File: config.mk
export PLATFORM = sky130hd
export DESIGN_NAME = ultrasonic_ranger_ctrl_flat
export DESIGN_NICKNAME = d
export VERILOG_FILES = /design/src/rtl/ultrasonic_ranger_ctrl_if.sv /design/src/rtl/ultrasonic_ranger_ctrl.sv /design/src/flat_wrapper.sv
export SDC_FILE = /design/constraint.sdc
export NUM_CORES = 1
export LEC_CHECK = 0
export ABC_CLOCK_PERIOD_IN_PS = 3300
export BUFFER_PORTS_ARGS = -buffer_cell sky130_fd_sc_hd__buf_2
export CAP_MARGIN = 15
export CORE_ASPECT_RATIO = 1.75
export CORE_MARGIN = 2
export CORE_UTILIZATION = 50
export CTS_CLUSTER_SIZE = 12
export DETAILED_ROUTE_END_ITERATION = 8
export GPL_TIMING_DRIVEN = 1
export HOLD_SLACK_MARGIN = 0.05
export PLACE_DENSITY_LB_ADDON = 0.2
export SETUP_SLACK_MARGIN = 0.2
export SLEW_MARGIN = 20
export SYNTH_ARGS = -nofsm -noshare
export SYNTH_HDL_FRONTEND = slang
export SYNTH_SLANG_ARGS = --single-unit
File: constraint.sdc
create_clock -name clk -period 3.3 [get_ports clk]
set_clock_uncertainty 0.15 [all_clocks]
set_input_delay 0.495 -clock clk [delete_from_list [all_inputs] [get_ports clk]]
set_output_delay 0.495 -clock clk [all_outputs]
set_load 0.05 [all_outputs]
File: src/rtl/ultrasonic_ranger_ctrl_if.sv
// Sensor-side and result-side signals of the ultrasonic ranger controller.
interface ultrasonic_ranger_ctrl_if #(
  parameter int unsigned NUM_SENSORS = 2
);
  localparam int unsigned ID_W = (NUM_SENSORS > 1) ? $clog2(NUM_SENSORS) : 1;

  logic                   enable;
  logic                   start;
  logic [NUM_SENSORS-1:0] echo;
  logic [NUM_SENSORS-1:0] trig;
  logic                   busy;
  logic                   result_valid;
  logic [ID_W-1:0]        result_id;
  logic [31:0]            result_cycles;
  logic                   result_timeout;

  modport master (
    output enable, start, echo,
    input  trig, busy, result_valid, result_id, result_cycles, result_timeout
  );

  modport slave (
    input  enable, start, echo,
    output trig, busy, result_valid, result_id, result_cycles, result_timeout
  );
endinterface

File: src/rtl/ultrasonic_ranger_ctrl.sv
// Round-robin HC-SR04 style ranger: trigger pulse, echo wait with arming,
// echo-high timing with saturation, one registered result per ping, holdoff.
module ultrasonic_ranger_ctrl #(
  parameter int unsigned NUM_SENSORS    = 2,
  parameter int unsigned TRIG_CYCLES    = 120,
  parameter int unsigned TIMEOUT_CYCLES = 360000,
  parameter int unsigned HOLDOFF_CYCLES = 720000
) (
  input  logic                     clk,
  input  logic                     rst,
  ultrasonic_ranger_ctrl_if.slave  bus
);

  localparam int unsigned ID_W      = (NUM_SENSORS > 1) ? $clog2(NUM_SENSORS) : 1;
  localparam logic [31:0] TRIG_LAST = 32'(TRIG_CYCLES - 1);
  localparam logic [31:0] WAIT_LAST = 32'(TIMEOUT_CYCLES - 1);
  localparam logic [31:0] MEAS_SAT  = 32'(TIMEOUT_CYCLES);
  localparam logic [31:0] HOLD_LAST = 32'(HOLDOFF_CYCLES - 1);
  localparam logic [ID_W-1:0] ID_LAST = ID_W'(NUM_SENSORS - 1);

  typedef enum logic [2:0] {
    S_IDLE,
    S_TRIG,
    S_WAIT_RISE,
    S_MEASURE,
    S_REPORT,
    S_HOLDOFF
  } state_t;

  state_t                 state, state_nxt;
  logic [NUM_SENSORS-1:0] echo_m, echo_r;
  logic                   echo_s;
  logic [ID_W-1:0]        idx, idx_nxt;
  logic [31:0]            cnt, cnt_nxt;
  logic                   armed, armed_nxt;
  logic                   tmo, tmo_nxt;
  logic [NUM_SENSORS-1:0] trig_w;

  // Two-flop synchronizer on every echo pin; only the selected bit is used.
  always_ff @(posedge clk or posedge rst) begin
    if (rst) begin
      echo_m <= '0;
      echo_r <= '0;
    end else begin
      echo_m <= bus.echo;
      echo_r <= echo_m;
    end
  end

  // Synchronized echo of the currently scheduled sensor.
  always_comb echo_s = echo_r[idx];

  // FSM state register.
  always_ff @(posedge clk or posedge rst) begin
    if (rst) state <= S_IDLE;
    else     state <= state_nxt;
  end

  // Next-state and datapath next values.
  always_comb begin
    state_nxt = state;
    cnt_nxt   = cnt;
    armed_nxt = armed;
    tmo_nxt   = tmo;
    idx_nxt   = idx;
    case (state)
      S_IDLE: begin
        cnt_nxt = '0;
        if (bus.enable || bus.start) state_nxt = S_TRIG;
      end
      S_TRIG: begin
        if (cnt >= TRIG_LAST) begin
          state_nxt = S_WAIT_RISE;
          cnt_nxt   = '0;
          armed_nxt = 1'b0;
        end else begin
          cnt_nxt = cnt + 32'd1;
        end
      end
      S_WAIT_RISE: begin
        // A rise only counts once echo has been seen low during this wait,
        // so a stale high left over from a previous echo is ignored.
        armed_nxt = armed | ~echo_s;
        if (armed && echo_s) begin
          state_nxt = S_MEASURE;
          cnt_nxt   = 32'd1;
        end else if (cnt >= WAIT_LAST) begin
          state_nxt = S_REPORT;
          cnt_nxt   = '0;
          tmo_nxt   = 1'b1;
        end else begin
          cnt_nxt = cnt + 32'd1;
        end
      end
      S_MEASURE: begin
        // cnt already includes the rising sample seen in WAIT_RISE; a high
        // sample arriving after cnt has reached the limit ends the ping.
        if (!echo_s) begin
          state_nxt = S_REPORT;
          tmo_nxt   = 1'b0;
        end else if (cnt >= MEAS_SAT) begin
          state_nxt = S_REPORT;
          tmo_nxt   = 1'b1;
        end else begin
          cnt_nxt = cnt + 32'd1;
        end
      end
      S_REPORT: begin
        state_nxt = S_HOLDOFF;
        cnt_nxt   = '0;
      end
      S_HOLDOFF: begin
        if (cnt >= HOLD_LAST) begin
          state_nxt = S_IDLE;
          cnt_nxt   = '0;
          idx_nxt   = (idx == ID_LAST) ? '0 : idx + ID_W'(1);
        end else begin
          cnt_nxt = cnt + 32'd1;
        end
      end
      default: state_nxt = S_IDLE;
    endcase
  end

  // Counter, arming flag, timeout flag and sensor index registers.
  always_ff @(posedge clk or posedge rst) begin
    if (rst) begin
      cnt   <= '0;
      armed <= 1'b0;
      tmo   <= 1'b0;
      idx   <= '0;
    end else begin
      cnt   <= cnt_nxt;
      armed <= armed_nxt;
      tmo   <= tmo_nxt;
      idx   <= idx_nxt;
    end
  end

  // Result registers: captured from REPORT, valid strobes for one cycle.
  always_ff @(posedge clk or posedge rst) begin
    if (rst) begin
      bus.result_valid   <= 1'b0;
      bus.result_id      <= '0;
      bus.result_cycles  <= '0;
      bus.result_timeout <= 1'b0;
    end else begin
      bus.result_valid <= (state == S_REPORT);
      if (state == S_REPORT) begin
        bus.result_id      <= idx;
        bus.result_cycles  <= cnt;
        bus.result_timeout <= tmo;
      end
    end
  end

  // Trigger decode straight from state so reset drops it asynchronously.
  always_comb begin
    trig_w = '0;
    if (state == S_TRIG) trig_w[idx] = 1'b1;
  end

  assign bus.trig = trig_w;
  assign bus.busy = (state != S_IDLE);

endmodule

File: src/flat_wrapper.sv
// flat-port wrapper written by rule: the top's interface ports become plain ports
module ultrasonic_ranger_ctrl_flat 
#(
  parameter int unsigned NUM_SENSORS    = 2,
  parameter int unsigned TRIG_CYCLES    = 120,
  parameter int unsigned TIMEOUT_CYCLES = 360000,
  parameter int unsigned HOLDOFF_CYCLES = 720000
)
  (clk, rst, bus_enable, bus_start, bus_echo, bus_trig, bus_busy, bus_result_valid, bus_result_id, bus_result_cycles, bus_result_timeout);
  ultrasonic_ranger_ctrl_if #(.NUM_SENSORS(NUM_SENSORS)) bus_i ();
  input  logic clk;
  input  logic rst;
  input wire logic [$bits(bus_i.enable)-1:0] bus_enable;
  input wire logic [$bits(bus_i.start)-1:0] bus_start;
  input wire logic [$bits(bus_i.echo)-1:0] bus_echo;
  output wire logic [$bits(bus_i.trig)-1:0] bus_trig;
  output wire logic [$bits(bus_i.busy)-1:0] bus_busy;
  output wire logic [$bits(bus_i.result_valid)-1:0] bus_result_valid;
  output wire logic [$bits(bus_i.result_id)-1:0] bus_result_id;
  output wire logic [$bits(bus_i.result_cycles)-1:0] bus_result_cycles;
  output wire logic [$bits(bus_i.result_timeout)-1:0] bus_result_timeout;
  assign bus_i.enable = bus_enable;
  assign bus_i.start = bus_start;
  assign bus_i.echo = bus_echo;
  assign bus_trig = bus_i.trig;
  assign bus_busy = bus_i.busy;
  assign bus_result_valid = bus_i.result_valid;
  assign bus_result_id = bus_i.result_id;
  assign bus_result_cycles = bus_i.result_cycles;
  assign bus_result_timeout = bus_i.result_timeout;
  ultrasonic_ranger_ctrl #(.NUM_SENSORS(NUM_SENSORS), .TRIG_CYCLES(TRIG_CYCLES), .TIMEOUT_CYCLES(TIMEOUT_CYCLES), .HOLDOFF_CYCLES(HOLDOFF_CYCLES)) u_core (.clk(clk), .rst(rst), .bus(bus_i));
endmodule
==> results of run 1 <==
==> report_power, final <==
part / internal [W] / switching [W]
logic: 0.000277 / 0.000599
clock network: 0.000645 / 0.000359
registers: 0.00102 / 0.000110
total: 0.00195 / 0.00107
==> cell type report <==
class,instances,area (um2)
Sequential cell,77,1930
Clock inverter,3,42.5
Clock buffer,13,270
Inverter,13,51.3
Multi-Input combinational cell,241,1830
Tap cell,88,110
Timing Repair Buffer,57,333
Fill cell,642,3000
==> state kept, by name (all words and copies together), names as in the netlist <==
register                   cells
u_core.bus.result_timeout      1
u_core.cnt                    32
u_core.echo_r                  2
u_core.bus.result_cycles      32
u_core.bus.result_id           1
u_core.armed                   1
u_core.tmo                     1
u_core.echo_m                  2
u_core.idx                     1
u_core.bus.result_valid        1
u_core.state                   3
==> per-stage QoR <==
stage                     cell area (um2)  hold slack [ps]
after floorplan                      3880              181
after global placement               4220              184
after detailed placement             4220              194
after CTS                            4540              107
after global routing                 4570              107
final                                4570              114
==> cells in the final DEF (no fill, tap or decap), drive strengths merged, types with 3 or more instances in the layout <==
cell,instances
o31ai,16
nor2b,5
nand2b,4
nor3,11
and2,19
nand2,19
or2,6
nand3,9
nand4,11
a2111oi,3
a32oi,12
dfrtp,77
a211oi,4
and3,3
inv,13
o22a,7
o21ai,7
nor2,18
buf,57
a41oi,3
nor4,11
mux2,34
clkbuf,13
a21oi,9
==> how the worst max path moves through the flow <==
stage,startpoint,endpoint,slack [ps],depth (start not counted)
2_1_floorplan,rst,u_core.armed,690,1
3_3_place_gp,u_core.cnt[20],u_core.cnt[18],340,6
5_1_grt,u_core.cnt[0],u_core.cnt[18],200,8
3_5_place_dp,u_core.cnt[20],u_core.cnt[18],260,6
6_report,u_core.cnt[20],u_core.cnt[24],370,7
4_1_cts,u_core.cnt[20],u_core.cnt[18],270,6
==> cell families (layout without fill, tap and decap cells) <==
| group | count (synthesis) | after routing | synth area share |
|---|---|---|---|
| adder cells (fa/ha/maj) | 2 | 2 | 0.00644 |
| multiplexers | 35 | 35 | 0.101 |
| AO/OA/AOI/OAI | 75 | 75 | 0.159 |
| buffers and inverters | 37 | 86 | 0.0412 |
| flip-flops | 77 | 77 | 0.496 |
| AND/OR/NAND/NOR | 128 | 128 | 0.194 |
| XOR/XNOR | 1 | 1 | 0.00226 |
==> routing by layer <==
metal / track usage / up-vias
li1: - / 1418
met1: 0.260 / 1493
met2: 0.368 / 79
met3: 0.0483 / 25
met4: 0.123 / 0
met5: 0 / -
==> repair_timing <==
action,CTS,global route
endpoints found under the setup margin,0,4
resized for setup,0,4
hold buffers,0,0
==> flow_metrics.env, run 1 <==
export IMPL_dpl_worst_slack_ps=260
export IMPL_total_power_w=0.00301
export IMPL_powerDensity_nw_per_um2=660
export IMPL_yosysMostFrequentCell="dfrtp_1"
export IMPL_num_rows=42
export IMPL_hold_path_depth=1
export IMPL_synth_top_cell_area_share=0.496
export IMPL_synth_cell_types=60
export IMPL_crit_family="simple AND/OR/NAND/NOR gates"
export IMPL_setup_tns_ps=0
export IMPL_setup_slack_ps=372
export IMPL_core_um2=7570
export IMPL_hold_violations=0
export IMPL_cp_num_buf_inv=1
export IMPL_synth_seq_cells=77
export IMPL_antenna_found_initial=0
export IMPL_ys_seq_area_frac=0.496
export IMPL_vdd_drop_max_mv=0.353
export IMPL_vias=3015
export IMPL_status="finished clean"
export IMPL_max_cap_violations=0
export IMPL_cts_tree="built"
export IMPL_clk_path_buf_depth=2
export IMPL_leakagePower_nw=2.11
export IMPL_detail_route_antenna_nets=0
export IMPL_areaGrowthSynthToFinish_pct=17.6
export IMPL_crit_required_ps=3420
export IMPL_rsz0062_at_grt="no"
export IMPL_utilization=0.603
export IMPL_path_class="reg -> reg"
export IMPL_cts_buffers=9
export IMPL_r2r_start="u_core.cnt[20]"
export IMPL_hpwlAfterDp_um=6120
export IMPL_antennaDiodeCount=0
export IMPL_wl_per_cell_um=18.0
export IMPL_gp_congestion=0.882
export IMPL_slew_headroom=0.495
export IMPL_ys_warn_count=0
export IMPL_die_h_um=121
export IMPL_htreeDepth=3
export IMPL_cp_arrival_ps=3040
export IMPL_path_max_fanout=35
export IMPL_syn_nets=363
export IMPL_overflow=0
export IMPL_async_flop_share=1.00
export IMPL_yosys_area_top_type="dfrtp_1"
export IMPL_setup_viol=0
export IMPL_ys_flop_type="dfrtp_1"
export IMPL_fin_nets=407
export IMPL_synth_commonest_cells="dfrtp_1, mux2_2, and2_1, nand2_1, clkbuf_1"
export IMPL_top_layer="met4"
export IMPL_worstSetupStartpointType="register"
export IMPL_drive_gt1_frac=0.319
export IMPL_die_w_um=70.6
export IMPL_timing_rr_end="u_core.cnt[24]"
export IMPL_fmax_mhz=342
export IMPL_reg2reg_depth=7
export IMPL_wl_met2_um=4680
export IMPL_drt_met1_wl_um=3510
export IMPL_r2r_slack_ps=370
export IMPL_slew_violations=0
export IMPL_hp_class="in -> reg"
export IMPL_synth_area_um2=3880
export IMPL_clk_latency_ps=340
export IMPL_endpoint_kind="register"
export IMPL_grt_pass1_wl_um=14500
export IMPL_period_minus_slack_ps=2930
export IMPL_grt_pass1_vias=2923
export IMPL_die_area_um2=8510
export IMPL_crit_slowest_cell="or4_4"
export IMPL_viasPerCell=6.13
export IMPL_finalCritPeriodShare=0.887
export IMPL_first_pass_iters=4
export IMPL_path_cells="or4_4, nand4b_4, a2111oi_4, nor2_2, buf_12, or4_1, a2bb2oi_1"
export IMPL_wl_met3_um=366
export IMPL_routed_wirelength_um=8860
export IMPL_worstHoldEndpoint="u_core.echo_m[0]"
export IMPL_drt_first_iter_violations=215
export IMPL_dp_cells=476
export IMPL_grt_max_degree=60
export IMPL_clockRootBuffer="clkbuf_16"
export IMPL_start_util=0.513
export IMPL_drc_errors=0
export IMPL_fin_cells=492
export IMPL_ios=44
export IMPL_track_usage=0.220
export IMPL_port_buffers=43
export IMPL_clock_sinks=77
export IMPL_synth_edf_count=0
export IMPL_worstMarginPinSlew_ps=749
export IMPL_cpPeakStageDelay_ps=580
export IMPL_synth_area_leaders="dfrtp_1, mux2_2, and2_1"
export IMPL_synth_avg_cell_area_um2=10.9
export IMPL_clk_pin_slew_ps=60
export IMPL_syn_inst=355
export IMPL_postCtsSetupBuffers=0
export IMPL_hold_start="bus_echo[0]"
(Power assumes the default switching activity.)
==> inputs of run 2 (changes only) <==
--- a/config.mk
+++ b/config.mk
@@ -6,13 +6,13 @@
 export NUM_CORES = 1
 export LEC_CHECK = 0
 export ABC_CLOCK_PERIOD_IN_PS = 3300
-export BUFFER_PORTS_ARGS = -buffer_cell sky130_fd_sc_hd__buf_2
 export CAP_MARGIN = 15
 export CORE_ASPECT_RATIO = 1.75
-export CORE_MARGIN = 2
+export CORE_MARGIN = 1.5
 export CORE_UTILIZATION = 50
 export CTS_CLUSTER_SIZE = 12
 export DETAILED_ROUTE_END_ITERATION = 8
+export DONT_BUFFER_PORTS = 1
 export GPL_TIMING_DRIVEN = 1
 export HOLD_SLACK_MARGIN = 0.05
 export PLACE_DENSITY_LB_ADDON = 0.2
==> run 2 against run 1 <==
  * Register-to-register slack lost 90 ps
  * Power shrank 2.0%
  * Global-route usage grew 0.52 points
  * Highest routed layer unchanged
==> flow_metrics.env, run 2 (same netlist as run 1, synthesis figures left out) <==
export IMPL_setup_viol=0
export IMPL_timing_rr_end="u_core.cnt[8]"
export IMPL_grt_pass1_vias=2910
export IMPL_viasPerCell=6.28
export IMPL_grt_max_degree=64
export IMPL_hpwlAfterDp_um=6100
export IMPL_setup_tns_ps=0
export IMPL_start_util=0.513
export IMPL_clk_pin_slew_ps=50
export IMPL_slew_violations=0
export IMPL_crit_top_cell="buf_4"
export IMPL_clk_latency_ps=330
export IMPL_fmax_mhz=332
export IMPL_top_usage_layer="met2"
export IMPL_die_h_um=120
export IMPL_die_w_um=69.6
export IMPL_worstMarginPinSlew_ps=780
export IMPL_cpPeakStageDelay_ps=450
export IMPL_track_usage=0.226
export IMPL_r2r_slack_ps=280
export IMPL_use_met2=0.389
export IMPL_crit_required_ps=3380
export IMPL_clockRootBuffer="clkbuf_16"
export IMPL_largest_registers="u_core.bus.result_cycles: 32 flops, u_core.cnt: 32 flops, u_core.state: 3 flops"
export IMPL_hp_class="in -> async"
export IMPL_r2r_start="u_core.cnt[0]"
export IMPL_status="finished clean"
export IMPL_max_cap_violations=0
export IMPL_rsz0062_at_grt="no"
export IMPL_overflow=0
export IMPL_core_um2=7570
export IMPL_grtUsageMet3=0.0445
export IMPL_dpl_worst_slack_ps=327
export IMPL_ios=44
export IMPL_worstSetupStartpointType="register"
export IMPL_critPathLaunch="u_core.cnt[0]"
export IMPL_clk_path_buf_depth=2
export IMPL_clock_sinks=77
export IMPL_finalCritPeriodShare=0.914
export IMPL_met1_usage=0.264
export IMPL_cp_num_buf_inv=2
export IMPL_die_area_um2=8320
export IMPL_final_cell_mix="dfrtp_1, mux2_2, nand2_1, and2_1, buf_4"
export IMPL_powerDensity_nw_per_um2=679
export IMPL_routed_wirelength_um=8980
export IMPL_first_pass_iters=4
export IMPL_cp_arrival_ps=3100
export IMPL_endpoint_kind="register"
export IMPL_grt_pass1_wl_um=14700
export IMPL_leakagePower_nw=1.90
export IMPL_path_max_fanout=9
export IMPL_drive_gt1_frac=0.240
export IMPL_num_rows=42
export IMPL_period_minus_slack_ps=3020
export IMPL_antenna_found_initial=0
export IMPL_layout_commonest_cell="dfrtp_1"
export IMPL_gp_congestion=0.892
export IMPL_detail_route_antenna_nets=0
export IMPL_drc_errors=0
export IMPL_wl_per_cell_um=19.7
export IMPL_port_buffers=0
export IMPL_areaGrowthSynthToFinish_pct=12.1
export IMPL_fin_nets=371
export IMPL_vias=2856
export IMPL_vdd_drop_max_mv=0.419
export IMPL_antennaDiodeCount=0
export IMPL_cts_tree="built"
export IMPL_htreeDepth=3
export IMPL_cts_buffers=9
export IMPL_crit_family="compound AO/OA/AOI/OAI gates"
export IMPL_path_class="reg -> reg"
export IMPL_slew_headroom=0.480
export IMPL_reg2reg_depth=9
export IMPL_num_fill_cells=657
export IMPL_hold_violations=0
export IMPL_crit_slowest_cell="dfrtp_1"
export IMPL_setup_slack_ps=284
export IMPL_utilization=0.575
export IMPL_path_cells="ha_1, nand3_1, o21ai_0, a2111oi_2, buf_4, o22a_2, o211ai_4, buf_4, o31ai_1"
export IMPL_drt_first_iter_violations=304
-- run 2: final cells by class --
| type | instances | area (um2) | area share |
|---|---|---|---|
| Multi-Input combinational cell | 241 | 1830 | 0.420 |
| Tap cell | 88 | 110 | 0.0253 |
| Sequential cell | 77 | 1930 | 0.443 |
| Clock inverter | 2 | 10.0 | 0.00230 |
| Inverter | 13 | 51.3 | 0.0118 |
| Clock buffer | 13 | 250 | 0.0575 |
| Timing Repair Buffer | 21 | 175 | 0.0402 |
-- run 2: worst register-to-register path, cell delays in order (launching register included) --
cell and delay (ps):
dfrtp_1 450, ha_1 280, nand3_1 250, o21ai_0 220, a2111oi_2 450, buf_4 210, o22a_2 290, o211ai_4 170
buf_4 200, o31ai_1 240
-- run 2: repair_timing --
action / CTS / global route
setup buffers: 0 / 4
hold buffers: 2 / 0
resized for setup: 0 / 4
endpoints found under the hold margin: 2 / 0
setup endpoints to repair: 0 / 24
-- run 2: layer usage --
layer | vias to the layer above | routed length, um
met1 | 1422 | 3600
met2 | 79 | 4730
met4 | 0 | 252
met5 | - | 0
li1 | 1335 | -
met3 | 20 | 396
-- run 2: worst max-delay path by stage --
stage,end,slack (ps),depth (start not counted)
final,u_core.cnt[8],280,9
after detailed placement,u_core.cnt[18],330,8
after global routing,u_core.cnt[14],70,9
after CTS,u_core.cnt[18],310,8
after global placement,u_core.cnt[18],400,6
after floorplan,u_core.armed,690,1
-- run 2: report_power, final --
group	switching, W	total [W]	internal, W
Clock	0.000352	0.000875	0.000523
Sequential	0.000201	0.00122	0.00102
Combinational	0.000529	0.000858	0.000329
-- run 2: metrics by stage --
step / cell area, um2 / cells / hold WS, ps / total power (W)
final: 4350 / 455 / 28.6 / 0.00296
after detailed placement: 4000 / 434 / 187 / 0.00199
after floorplan: 3880 / 355 / 181 / 0.00181
after global routing: 4350 / 455 / 102 / 0.00310
after CTS: 4280 / 451 / 178 / 0.00288
after global placement: 4000 / 434 / 186 / 0.00197
==> inputs of run 3 (changes only) <==
--- a/config.mk
+++ b/config.mk
@@ -7,16 +7,17 @@
 export LEC_CHECK = 0
 export ABC_CLOCK_PERIOD_IN_PS = 3300
 export CAP_MARGIN = 15
+export CELL_PAD_IN_SITES_DETAIL_PLACEMENT = 0
+export CELL_PAD_IN_SITES_GLOBAL_PLACEMENT = 1
 export CORE_ASPECT_RATIO = 1.75
 export CORE_MARGIN = 1.5
 export CORE_UTILIZATION = 50
-export CTS_CLUSTER_SIZE = 12
 export DETAILED_ROUTE_END_ITERATION = 8
 export DONT_BUFFER_PORTS = 1
 export GPL_TIMING_DRIVEN = 1
 export HOLD_SLACK_MARGIN = 0.05
 export PLACE_DENSITY_LB_ADDON = 0.2
-export SETUP_SLACK_MARGIN = 0.2
+export SETUP_SLACK_MARGIN = 0.5
 export SLEW_MARGIN = 20
 export SYNTH_ARGS = -nofsm -noshare
 export SYNTH_HDL_FRONTEND = slang
==> run 3 against run 2 <==
  * Global-route usage increased by 0.93 points
  * First-iteration DRC count shrank 19%
  * Core utilization grew 2.7 points
  * Critical path type unchanged
  * Sequential share of layout area is 2.0 points lower
  * Register-to-register slack improved by 290 ps
  * Power is 4.9% higher
  * Setup slack improved by 290 ps
  * Maximum frequency rose by 11%
  * Combinational power is 6.2% higher
==> flow_metrics.env, run 3 (same netlist as run 1, synthesis figures left out) <==
export IMPL_status="finished clean"
export IMPL_grt_max_degree=32
export IMPL_hold_start="u_core.echo_m[0]"
export IMPL_path_class="reg -> reg"
export IMPL_drt_first_iter_violations=245
export IMPL_grt_pass1_wl_um=15200
export IMPL_final_cell_mix="dfrtp_1, mux2_2, buf_4"
export IMPL_clk_path_buf_depth=2
export IMPL_port_buffers=0
export IMPL_detail_route_antenna_nets=0
export IMPL_gp_congestion=0.920
export IMPL_core_um2=7570
export IMPL_die_area_um2=8320
export IMPL_slew_headroom=0.523
export IMPL_dp_cells=439
export IMPL_track_usage=0.235
export IMPL_r2r_start="u_core.cnt[20]"
export IMPL_num_rows=42
export IMPL_setup_viol=0
export IMPL_clk_pin_slew_ps=60
export IMPL_areaGrowthSynthToFinish_pct=17.4
export IMPL_slew_violations=0
export IMPL_cp_arrival_ps=2850
export IMPL_critPathLaunch="u_core.cnt[20]"
export IMPL_layout_commonest_cell="dfrtp_1"
export IMPL_cts_buffers=9
export IMPL_start_util=0.513
export IMPL_cts_tree="built"
export IMPL_first_pass_iters=4
export IMPL_num_fill_cells=659
export IMPL_crit_required_ps=3420
export IMPL_fmax_mhz=367
export IMPL_clockRootBuffer="clkbuf_16"
export IMPL_die_h_um=120
export IMPL_path_cells="or4_4, nand4b_4, a2111oi_4, nor2_4, buf_4, nor4bb_2, o22a_1"
export IMPL_clock_sinks=77
export IMPL_path_max_fanout=11
export IMPL_worstSetupStartpointType="register"
export IMPL_antennaDiodeCount=0
export IMPL_viasPerCell=6.34
export IMPL_grt_pass1_vias=2981
export IMPL_powerDensity_nw_per_um2=680
export IMPL_overflow=0
export IMPL_ios=44
export IMPL_max_cap_violations=0
export IMPL_wl_per_cell_um=19.7
export IMPL_vias=2988
export IMPL_clk_latency_ps=340
export IMPL_setup_slack_ps=577
export IMPL_setup_tns_ps=0
export IMPL_period_minus_slack_ps=2720
export IMPL_routed_wirelength_um=9270
export IMPL_drive_gt1_frac=0.285
export IMPL_drc_errors=0
export IMPL_vdd_drop_max_mv=0.432
export IMPL_antenna_found_initial=0
export IMPL_endpoint_kind="register"
export IMPL_die_w_um=69.6
export IMPL_cpPeakStageDelay_ps=590
export IMPL_hpwlAfterDp_um=6410
export IMPL_finalCritPeriodShare=0.825
export IMPL_fin_nets=386
export IMPL_htreeDepth=3
export IMPL_leakagePower_nw=1.99
export IMPL_largest_registers="u_core.bus.result_cycles: 32 flops, u_core.cnt: 32 flops, u_core.state: 3 flops"
export IMPL_hold_violations=0
export IMPL_crit_slowest_cell="or4_4"
export IMPL_rsz0062_at_grt="yes"
export IMPL_hp_class="reg -> reg"
export IMPL_fin_cells=471
export IMPL_worstMarginPinSlew_ps=708
export IMPL_dpl_worst_slack_ps=326
run 3: cell types whose count changed in the layout (fill, tap and decap cells not counted), sizes merged:
cell,before,now
clkinv,2,1
clkinvlp,0,2
dlygate4sd3,2,3
buf,19,33
clkbuf,13,14
inv,13,12
run 3: timing repair:
action | in CTS | in global routing
setup endpoints to repair | 26 | 31
gates resized for setup | 3 | 10
endpoints found under the hold margin | 31 | 0
pin swaps | 2 | 5
buffers inserted | 4 | 9
hold buffers | 3 | 0
run 3: metal layers:
metal  routed length, um  vias to the layer above  global-route usage
li1                    -                     1381                   -
met1                3670                     1493               0.283
met2                4860                       94               0.401
met3                 405                       20              0.0479
met4                 330                        0               0.111
met5                   0                        -                   0
run 3: worst paths after layout:
check	end	slack [ps]	depth (start not counted)
setup / recovery	u_core.cnt[25]	580	7
hold / removal	u_core.echo_r[0]	200	0
setup reg to reg	u_core.cnt[25]	580	7
hold reg to reg	u_core.echo_r[0]	200	0
max in group asynchronous	u_core.bus.result_cycles[13]	1820	3
min in group asynchronous	u_core.bus.result_cycles[7]	480	2
run 3: worst max-delay path, delay by kind of cell (launching register included):
| kind | cells | cell delay, ps |
|---|---|---|
| AOI/OAI and AO/OA | 2 | 610 |
| and+or+nand+nor | 4 | 1290 |
| DFF | 1 | 400 |
| buffers and inverters | 1 | 210 |
run 3: stage by stage:
stage          total power [W]   util  instance area [um2]  hold WS [ps]
3_5_place_dp           0.00200  0.536                 4050           192
5_1_grt                0.00325  0.602                 4560           217
6_report               0.00310  0.602                 4560           199
3_3_place_gp           0.00199  0.536                 4050           188
2_1_floorplan          0.00181      -                 3880           181
4_1_cts                0.00304  0.584                 4420           205
run 3: cell type report:
cell class / instances / area [um2] / area share
inverters: 13 / 50.0 / 0.0110
flip-flops and latches: 77 / 1930 / 0.423
clock inverters: 2 / 15.0 / 0.00329
repair buffers: 36 / 294 / 0.0645
well taps: 88 / 110 / 0.0242
clock buffers: 14 / 284 / 0.0623
multi-input cells: 241 / 1880 / 0.412
run 3: report_power, final:
| group | switching (W) | internal, W |
|---|---|---|
| registers | 0.000203 | 0.00102 |
| clock network | 0.000373 | 0.000592 |
| logic | 0.000538 | 0.000373 |
